$ cat config.mk
export PLATFORM = sky130hd
export DESIGN_NAME = regfile_sb_flat
export DESIGN_NICKNAME = d
export VERILOG_FILES = /design/src/rtl/regfile_sb_if.sv /design/src/rtl/regfile_sb.sv /design/src/flat_wrapper.sv
export SDC_FILE = /design/constraint.sdc
export NUM_CORES = 2
export LEC_CHECK = 0
export CORE_AREA = 2 2 395 319
export DETAILED_ROUTE_END_ITERATION = 16
export DIE_AREA = 0 0 397 321
export PLACE_DENSITY = 0.7
export SETUP_SLACK_MARGIN = 0.5
export SLEW_MARGIN = 10
export SYNTH_ARGS = -nofsm -noshare
export SYNTH_HDL_FRONTEND = slang
export SYNTH_SLANG_ARGS = --single-unit
$ cat constraint.sdc
create_clock -name clk -period 7.67 [get_ports clk]
set_clock_uncertainty 0.05 [all_clocks]
set_input_delay 1.534 -clock clk [delete_from_list [all_inputs] [get_ports clk]]
set_output_delay 1.534 -clock clk [all_outputs]
set_load 0.02 [all_outputs]
$ cat src/rtl/regfile_sb_if.sv
// Register-file / scoreboard bus between the core pipeline and regfile_sb.
// master: decode/execute + LSU side; slave: the register file.
interface regfile_sb_if #(
    parameter int unsigned XLEN = 32,
    parameter int unsigned NREG = 32,
    parameter int unsigned NRD  = 2
);
    localparam int unsigned AW = $clog2(NREG);

    // read ports
    logic [NRD*AW-1:0]   rd_addr;
    logic [NRD*XLEN-1:0] rd_data;
    logic [NRD-1:0]      rd_busy;
    // core write sources
    logic                alu_we;
    logic                lui_we;
    logic                jal_we;
    logic [AW-1:0]       wr_rd;
    logic [XLEN-1:0]     alu_data;
    logic [XLEN-1:0]     imm_val_lui;
    logic [XLEN-1:0]     return_addr;
    logic                wb_hold;
    // load scoreboard
    logic                ld_issue;
    logic [AW-1:0]       ld_rd;
    logic                ld_issue_rdy;
    logic                ld_rsp_valid;
    logic [AW-1:0]       ld_rsp_rd;
    logic [XLEN-1:0]     ld_rsp_data;
    // store data port
    logic                st_req;
    logic [AW-1:0]       st_rs;
    logic                st_ready;
    logic                st_valid;
    logic [XLEN-1:0]     st_data;
    logic                st_ack;

    modport master (
        output rd_addr, alu_we, lui_we, jal_we, wr_rd, alu_data, imm_val_lui, return_addr,
               ld_issue, ld_rd, ld_rsp_valid, ld_rsp_rd, ld_rsp_data, st_req, st_rs, st_ack,
        input  rd_data, rd_busy, wb_hold, ld_issue_rdy, st_ready, st_valid, st_data
    );

    modport slave (
        input  rd_addr, alu_we, lui_we, jal_we, wr_rd, alu_data, imm_val_lui, return_addr,
               ld_issue, ld_rd, ld_rsp_valid, ld_rsp_rd, ld_rsp_data, st_req, st_rs, st_ack,
        output rd_data, rd_busy, wb_hold, ld_issue_rdy, st_ready, st_valid, st_data
    );
endinterface

$ cat src/rtl/regfile_sb.sv
// Integer register file with load scoreboard and registered store-data port.
// Single arbitrated write port: load response > JAL > LUI > ALU. x0 reads zero.
// Optional macro REGFILE_BYPASS_EN: read ports and store capture forward the
// winning same-cycle write (write-first); otherwise reads are read-first.
module regfile_sb #(
    parameter int unsigned XLEN = 32,
    parameter int unsigned NREG = 32,
    parameter int unsigned NRD  = 2
) (
    input  logic         clk,
    input  logic         reset_n,
    regfile_sb_if.slave  bus
);
    localparam int unsigned AW = $clog2(NREG);

    logic [XLEN-1:0] regs [NREG];
    logic [NREG-1:0] busy;
    logic            st_valid_q;
    logic [XLEN-1:0] st_data_q;

    logic            rsp_ok;
    logic            core_we;
    logic            win_we;
    logic [AW-1:0]   win_idx;
    logic [XLEN-1:0] win_data;
    logic            issue_take;
    logic            st_take;
    logic [XLEN-1:0] st_src;

    // Write-port arbitration; a stray response (busy clear) never wins
    always_comb begin
        rsp_ok   = bus.ld_rsp_valid & busy[bus.ld_rsp_rd];
        core_we  = bus.alu_we | bus.lui_we | bus.jal_we;
        win_we   = 1'b0;
        win_idx  = '0;
        win_data = '0;
        if (rsp_ok) begin
            win_we   = 1'b1;
            win_idx  = bus.ld_rsp_rd;
            win_data = bus.ld_rsp_data;
        end else if (bus.jal_we) begin
            win_we   = 1'b1;
            win_idx  = bus.wr_rd;
            win_data = bus.return_addr;
        end else if (bus.lui_we) begin
            win_we   = 1'b1;
            win_idx  = bus.wr_rd;
            win_data = bus.imm_val_lui;
        end else if (bus.alu_we) begin
            win_we   = 1'b1;
            win_idx  = bus.wr_rd;
            win_data = bus.alu_data;
        end
        if (win_idx == '0) begin
            win_we = 1'b0;
        end
    end

    assign bus.wb_hold      = core_we & rsp_ok;
    assign bus.ld_issue_rdy = ~busy[bus.ld_rd];
    assign issue_take       = bus.ld_issue & ~busy[bus.ld_rd] & (bus.ld_rd != '0);

    // Combinational read ports
    for (genvar k = 0; k < NRD; k++) begin : g_rd
        logic [AW-1:0]   idx;
        logic [XLEN-1:0] val;
        assign idx = bus.rd_addr[k*AW +: AW];
        // Per-port read value, x0 forced to zero
        always_comb begin
            val = regs[idx];
            if (idx == '0) begin
                val = '0;
            end
`ifdef REGFILE_BYPASS_EN
            if (win_we && (win_idx == idx)) begin
                val = win_data;
            end
`endif
        end
        assign bus.rd_data[k*XLEN +: XLEN] = val;
        assign bus.rd_busy[k]              = busy[idx];
    end

    // Store-source read, same forwarding rule as the read ports
    always_comb begin
        st_src = regs[bus.st_rs];
        if (bus.st_rs == '0) begin
            st_src = '0;
        end
`ifdef REGFILE_BYPASS_EN
        if (win_we && (win_idx == bus.st_rs)) begin
            st_src = win_data;
        end
`endif
    end

    assign bus.st_ready = ~st_valid_q | bus.st_ack;
    assign st_take      = bus.st_req & bus.st_ready;
    assign bus.st_valid = st_valid_q;
    assign bus.st_data  = st_data_q;

    // Register array update
    always_ff @(posedge clk) begin
        if (!reset_n) begin
            for (int unsigned i = 0; i < NREG; i++) begin
                regs[i] <= '0;
            end
        end else if (win_we) begin
            regs[win_idx] <= win_data;
        end
    end

    // Load scoreboard: issue and response never target the same register
    always_ff @(posedge clk) begin
        if (!reset_n) begin
            busy <= '0;
        end else begin
            if (rsp_ok) begin
                busy[bus.ld_rsp_rd] <= 1'b0;
            end
            if (issue_take) begin
                busy[bus.ld_rd] <= 1'b1;
            end
        end
    end

    // Store-data holding register
    always_ff @(posedge clk) begin
        if (!reset_n) begin
            st_valid_q <= 1'b0;
            st_data_q  <= '0;
        end else if (st_take) begin
            st_valid_q <= 1'b1;
            st_data_q  <= st_src;
        end else if (bus.st_ack) begin
            st_valid_q <= 1'b0;
        end
    end
endmodule

$ cat src/flat_wrapper.sv
// flat-port wrapper written by rule: the top's interface ports become plain ports
module regfile_sb_flat 
#(
    parameter int unsigned XLEN = 32,
    parameter int unsigned NREG = 32,
    parameter int unsigned NRD  = 2
)
  (clk, reset_n, bus_rd_addr, bus_alu_we, bus_lui_we, bus_jal_we, bus_wr_rd, bus_alu_data, bus_imm_val_lui, bus_return_addr, bus_ld_issue, bus_ld_rd, bus_ld_rsp_valid, bus_ld_rsp_rd, bus_ld_rsp_data, bus_st_req, bus_st_rs, bus_st_ack, bus_rd_data, bus_rd_busy, bus_wb_hold, bus_ld_issue_rdy, bus_st_ready, bus_st_valid, bus_st_data);
  regfile_sb_if #(.XLEN(XLEN), .NREG(NREG), .NRD(NRD)) bus_i ();
  input  logic clk;
  input  logic reset_n;
  input wire logic [$bits(bus_i.rd_addr)-1:0] bus_rd_addr;
  input wire logic [$bits(bus_i.alu_we)-1:0] bus_alu_we;
  input wire logic [$bits(bus_i.lui_we)-1:0] bus_lui_we;
  input wire logic [$bits(bus_i.jal_we)-1:0] bus_jal_we;
  input wire logic [$bits(bus_i.wr_rd)-1:0] bus_wr_rd;
  input wire logic [$bits(bus_i.alu_data)-1:0] bus_alu_data;
  input wire logic [$bits(bus_i.imm_val_lui)-1:0] bus_imm_val_lui;
  input wire logic [$bits(bus_i.return_addr)-1:0] bus_return_addr;
  input wire logic [$bits(bus_i.ld_issue)-1:0] bus_ld_issue;
  input wire logic [$bits(bus_i.ld_rd)-1:0] bus_ld_rd;
  input wire logic [$bits(bus_i.ld_rsp_valid)-1:0] bus_ld_rsp_valid;
  input wire logic [$bits(bus_i.ld_rsp_rd)-1:0] bus_ld_rsp_rd;
  input wire logic [$bits(bus_i.ld_rsp_data)-1:0] bus_ld_rsp_data;
  input wire logic [$bits(bus_i.st_req)-1:0] bus_st_req;
  input wire logic [$bits(bus_i.st_rs)-1:0] bus_st_rs;
  input wire logic [$bits(bus_i.st_ack)-1:0] bus_st_ack;
  output wire logic [$bits(bus_i.rd_data)-1:0] bus_rd_data;
  output wire logic [$bits(bus_i.rd_busy)-1:0] bus_rd_busy;
  output wire logic [$bits(bus_i.wb_hold)-1:0] bus_wb_hold;
  output wire logic [$bits(bus_i.ld_issue_rdy)-1:0] bus_ld_issue_rdy;
  output wire logic [$bits(bus_i.st_ready)-1:0] bus_st_ready;
  output wire logic [$bits(bus_i.st_valid)-1:0] bus_st_valid;
  output wire logic [$bits(bus_i.st_data)-1:0] bus_st_data;
  assign bus_i.rd_addr = bus_rd_addr;
  assign bus_i.alu_we = bus_alu_we;
  assign bus_i.lui_we = bus_lui_we;
  assign bus_i.jal_we = bus_jal_we;
  assign bus_i.wr_rd = bus_wr_rd;
  assign bus_i.alu_data = bus_alu_data;
  assign bus_i.imm_val_lui = bus_imm_val_lui;
  assign bus_i.return_addr = bus_return_addr;
  assign bus_i.ld_issue = bus_ld_issue;
  assign bus_i.ld_rd = bus_ld_rd;
  assign bus_i.ld_rsp_valid = bus_ld_rsp_valid;
  assign bus_i.ld_rsp_rd = bus_ld_rsp_rd;
  assign bus_i.ld_rsp_data = bus_ld_rsp_data;
  assign bus_i.st_req = bus_st_req;
  assign bus_i.st_rs = bus_st_rs;
  assign bus_i.st_ack = bus_st_ack;
  assign bus_rd_data = bus_i.rd_data;
  assign bus_rd_busy = bus_i.rd_busy;
  assign bus_wb_hold = bus_i.wb_hold;
  assign bus_ld_issue_rdy = bus_i.ld_issue_rdy;
  assign bus_st_ready = bus_i.st_ready;
  assign bus_st_valid = bus_i.st_valid;
  assign bus_st_data = bus_i.st_data;
  regfile_sb #(.XLEN(XLEN), .NREG(NREG), .NRD(NRD)) u_core (.clk(clk), .reset_n(reset_n), .bus(bus_i));
endmodule
==> metrics.csv <==
stage,metric,value,unit
status,outcome,"finished, final reports clean",
critical_path,crit path DAT,5.05,ns
finish,layout cells sized above 1,33.3,%
critical_path,crit path capture type,output pin,
synthesis,Netlist cell types,59,
grt,All-Layer GR Usage,38.2,%
grt,antenna violations before repair,6,
finish,Seq. cell area,32100,µm²
grt,GRT overflow,0,
placed_design,PortBufs,268,
floorplanning,die area,127000,µm²
placed_design,Routability Congestion,0.918,
floorplanning,Starting Density,54.6,%
critical_path,critical path type,in -> out,
detailed_routing,DRT Wirelength,244000,µm
critical_path,Reg-to-Reg Start,u_core.busy[25]$_SDFF_PN0_,
hold_path,Hold Path Class,reg -> reg,
synthesis,"FF+latch count, synth",1089,
pwr,pwr dens,215,nW/µm²
finish,post-layout instance area,76600,µm²
floorplanning,site row count,116,
sta,Rel. slew slack,15.2,%
synthesis,Synth Instances,4757,
sta,minimum clock period after layout,6.64,ns
synthesis,Post-synth EDFFs,1024,
critical_path,worst flop-to-flop path endpoint,u_core.regs[25][20]$_SDFFCE_PN0P_,
cts,post_cts resized,0,
grt,first-pass GRT wire length,347000,µm
cts,Clock Pin Slew Worst Setup and Hold Paths,0.06,ns
sta,Slew @ Worst Pin,1.27,ns
sta,unrepaired setup endpoints after global routing,false,
finish,multi-input combinational cell area,33800,µm²
sta,fin. max-slew vios,0,
synthesis,Syn. warnings,0,
synthesis,Post-Syn Area,67600,µm²
floorplanning,Die Y,321,µm
grt,vias in the first global route,48000,
sta,Final TNS setup,0,ns
detailed_routing,Via Count,49900,
sta,Final Hold Viols,0,
finish,Finished Layout Cells,6487,
job,Max Cap Viol,0,
finish,nets,4898,
synthesis,Synth Flop Type,edfxtp_1,
sta,fin crit share,86.5,%
critical_path,largest fanout on the critical path,21,
synthesis,Async SR Flop Fraction,0,%
grt,pin count of the biggest net entering global routing,149,
finish,Filler cells,9176,
finish,Finished Core Util,61.9,%
placed_design,HPWL Detailed,142000,µm
cts,CTS buffer count,114,
cts,CTS tree,yes,
floorplanning,die width,397,µm
pwr,peak supply drop,0.176,mV
sta,Max Clock Freq,151,MHz
cts,clock sink total,1089,
floorplanning,core area,124000,µm²
floorplanning,IO Pins,269,
critical_path,CP required,6.09,ns
sta,# setup viols final,0,
synthesis,sequential element share of the synthesized area,47.4,%
pwr,P_leak,24.0,nW
detailed_routing,first drt pass iteration count,6,
cts,Bufs on Longest Clock Path,3,
cts,CTS Hold Bufs,0,
detailed_routing,Routed Antenna Nets,0,
cts,htree depth,3,
critical_path,crit path launch type,input pin,
detailed_routing,# DRC,0,
hold_path,Hold Path Depth,2,
finish,P&R area growth vs syn,13.4,%
critical_path,Reg2Reg Setup Slack,3.38,ns
detailed_routing,routed len/inst,37.6,µm
hold_path,hold_sp,u_core.bus.st_data[3]$_SDFFE_PN0P_,
placed_design,Cell Count Post-Placement,6265,
pwr,Design Power,0.0165,W
hold_path,WHS Endpoint,u_core.bus.st_data[3]$_SDFFE_PN0P_,
placed_design,placed cell area,72500,µm²
detailed_routing,Iter 0 DRT Violations,8343,
cts,Post-CTS Setup Repair Bufs,0,
cts,clk root buf,clkbuf_16,
cts,worst skew pair latency,0.77,ns
synthesis,Syn Area/Cell,14.2,µm²
critical_path,Reg2Reg Depth,8,
detailed_routing,vias per cell,7.69,
[cell usage in the layout (no fill, tap or decap), drive strengths merged, types with 8 or more instances in the layout]
cell type / n
a21oi: 179
a22oi: 31
a32o: 19
buf: 182
bufinv: 19
clkbuf: 136
clkdlybuf4s50: 250
clkinv: 52
conb: 32
dfxtp: 65
edfxtp: 1024
inv: 10
mux2: 66
mux2i: 311
mux4: 798
nand2: 117
nand2b: 8
nor2: 369
nor3: 785
nor4: 11
o21ai: 171
o221ai: 65
o22ai: 64
or3: 10
[cell type report]
| type | instances | area share (%) |
|---|---|---|
| timing repair buffer | 432 | 6.06 |
| clock buffer | 136 | 4.00 |
| sequential | 1089 | 41.8 |
| antenna | 4 | 0.0131 |
| multi-input combinational | 3088 | 44.1 |
| clock inverter | 80 | 1.23 |
| inverter | 6 | 0.0310 |
| tap | 1652 | 2.70 |
[worst max path at each step]
stage / startpoint / endpoint / slack [ns] / depth (start not counted)
6_report: bus_ld_rsp_rd[0] / bus_wb_hold / 1.03 / 9
5_1_grt: bus_ld_rsp_rd[0] / bus_wb_hold / 0.87 / 9
4_1_cts: bus_ld_rsp_rd[0] / bus_wb_hold / 1.03 / 9
3_5_place_dp: bus_ld_rsp_rd[0] / bus_wb_hold / 1.06 / 9
3_3_place_gp: bus_ld_rsp_rd[0] / bus_wb_hold / 0.97 / 9
2_1_floorplan: bus_ld_rsp_rd[2] / u_core.regs[30][0]$_SDFFCE_PN0P_ / 1.61 / 11
[routing by layer]
metal / GRT usage, % / vias to the layer above / wire (µm)
met2: 55.3 / 4614 / 107000
met3: 12.0 / 707 / 39400
met1: 53.0 / 25200 / 85000
met4: 17.4 / 6 / 12800
li1: - / 19300 / -
met5: 0.304 / - / 68
[cells in the mapped netlist (5+ instances only)]
cell,number,area share [%]
or3_1,10,0.093
nor3_2,273,4.0
o221ai_1,65,0.84
nand2b_1,8,0.074
mux2_2,66,1.1
clkbuf_1,269,1.5
o21ai_1,28,0.21
mux2i_1,307,4.5
nor3_1,511,3.8
a22oi_1,31,0.34
buf_2,216,1.6
buf_4,25,0.28
edfxtp_1,1024,46
nor3b_1,5,0.056
nand2_1,116,0.64
dfxtp_1,65,1.9
buf_6,5,0.083
nor4_1,8,0.074
a21oi_1,178,1.3
nor2_1,369,2.1
a32o_1,19,0.28
nand3_1,5,0.037
o21ai_0,141,1.0
o22ai_1,64,0.59
buf_1,87,0.48
mux4_2,798,27
[state kept, by name (all words and copies together) (netlist names)]
signal	cells
u_core.bus.st_data	32
u_core.bus.st_valid	1
u_core.busy	32
u_core.regs	1024
[critical path, cell delays in order]
cell	delay [ns]
clkdlybuf4s50_1	0.94
buf_4	0.36
mux2i_1	0.12
nor3_1	0.20
nor4_2	0.10
o211ai_4	0.50
nand2_8	0.38
nor2_1	0.27
clkdlybuf4s50_1	0.63
[where the power goes]
part	switching, W	total, W	internal (W)	leakage [nW]
combinational	0.00192	0.00328	0.00136	11.7
sequential	0.000275	0.00716	0.00689	10.3
clock	0.00253	0.00603	0.00350	1.98
total	0.00473	0.0165	0.0117	24.0
[cell families (layout without fill, tap and decap cells)]
logic type | count (synthesis) | count (layout) | share of synthesized area, %
AO/OA/AOI/OAI | 546 | 546 | 4.92
buffers and inverters | 611 | 654 | 4.02
AND/OR/NAND/NOR | 1335 | 1335 | 11.3
multiplexers | 1175 | 1175 | 32.3
other | 1 | 36 | 0.00555
flip-flops | 1089 | 1089 | 47.4
[through the flow]
stage	setup WS [ns]	hold slack [ns]
floorplan	1.61	0.391
global placement	0.966	0.388
detailed placement	1.06	0.391
CTS	1.03	0.406
global route	0.865	0.428
finish	1.03	0.402
(Power assumes the default switching activity.)
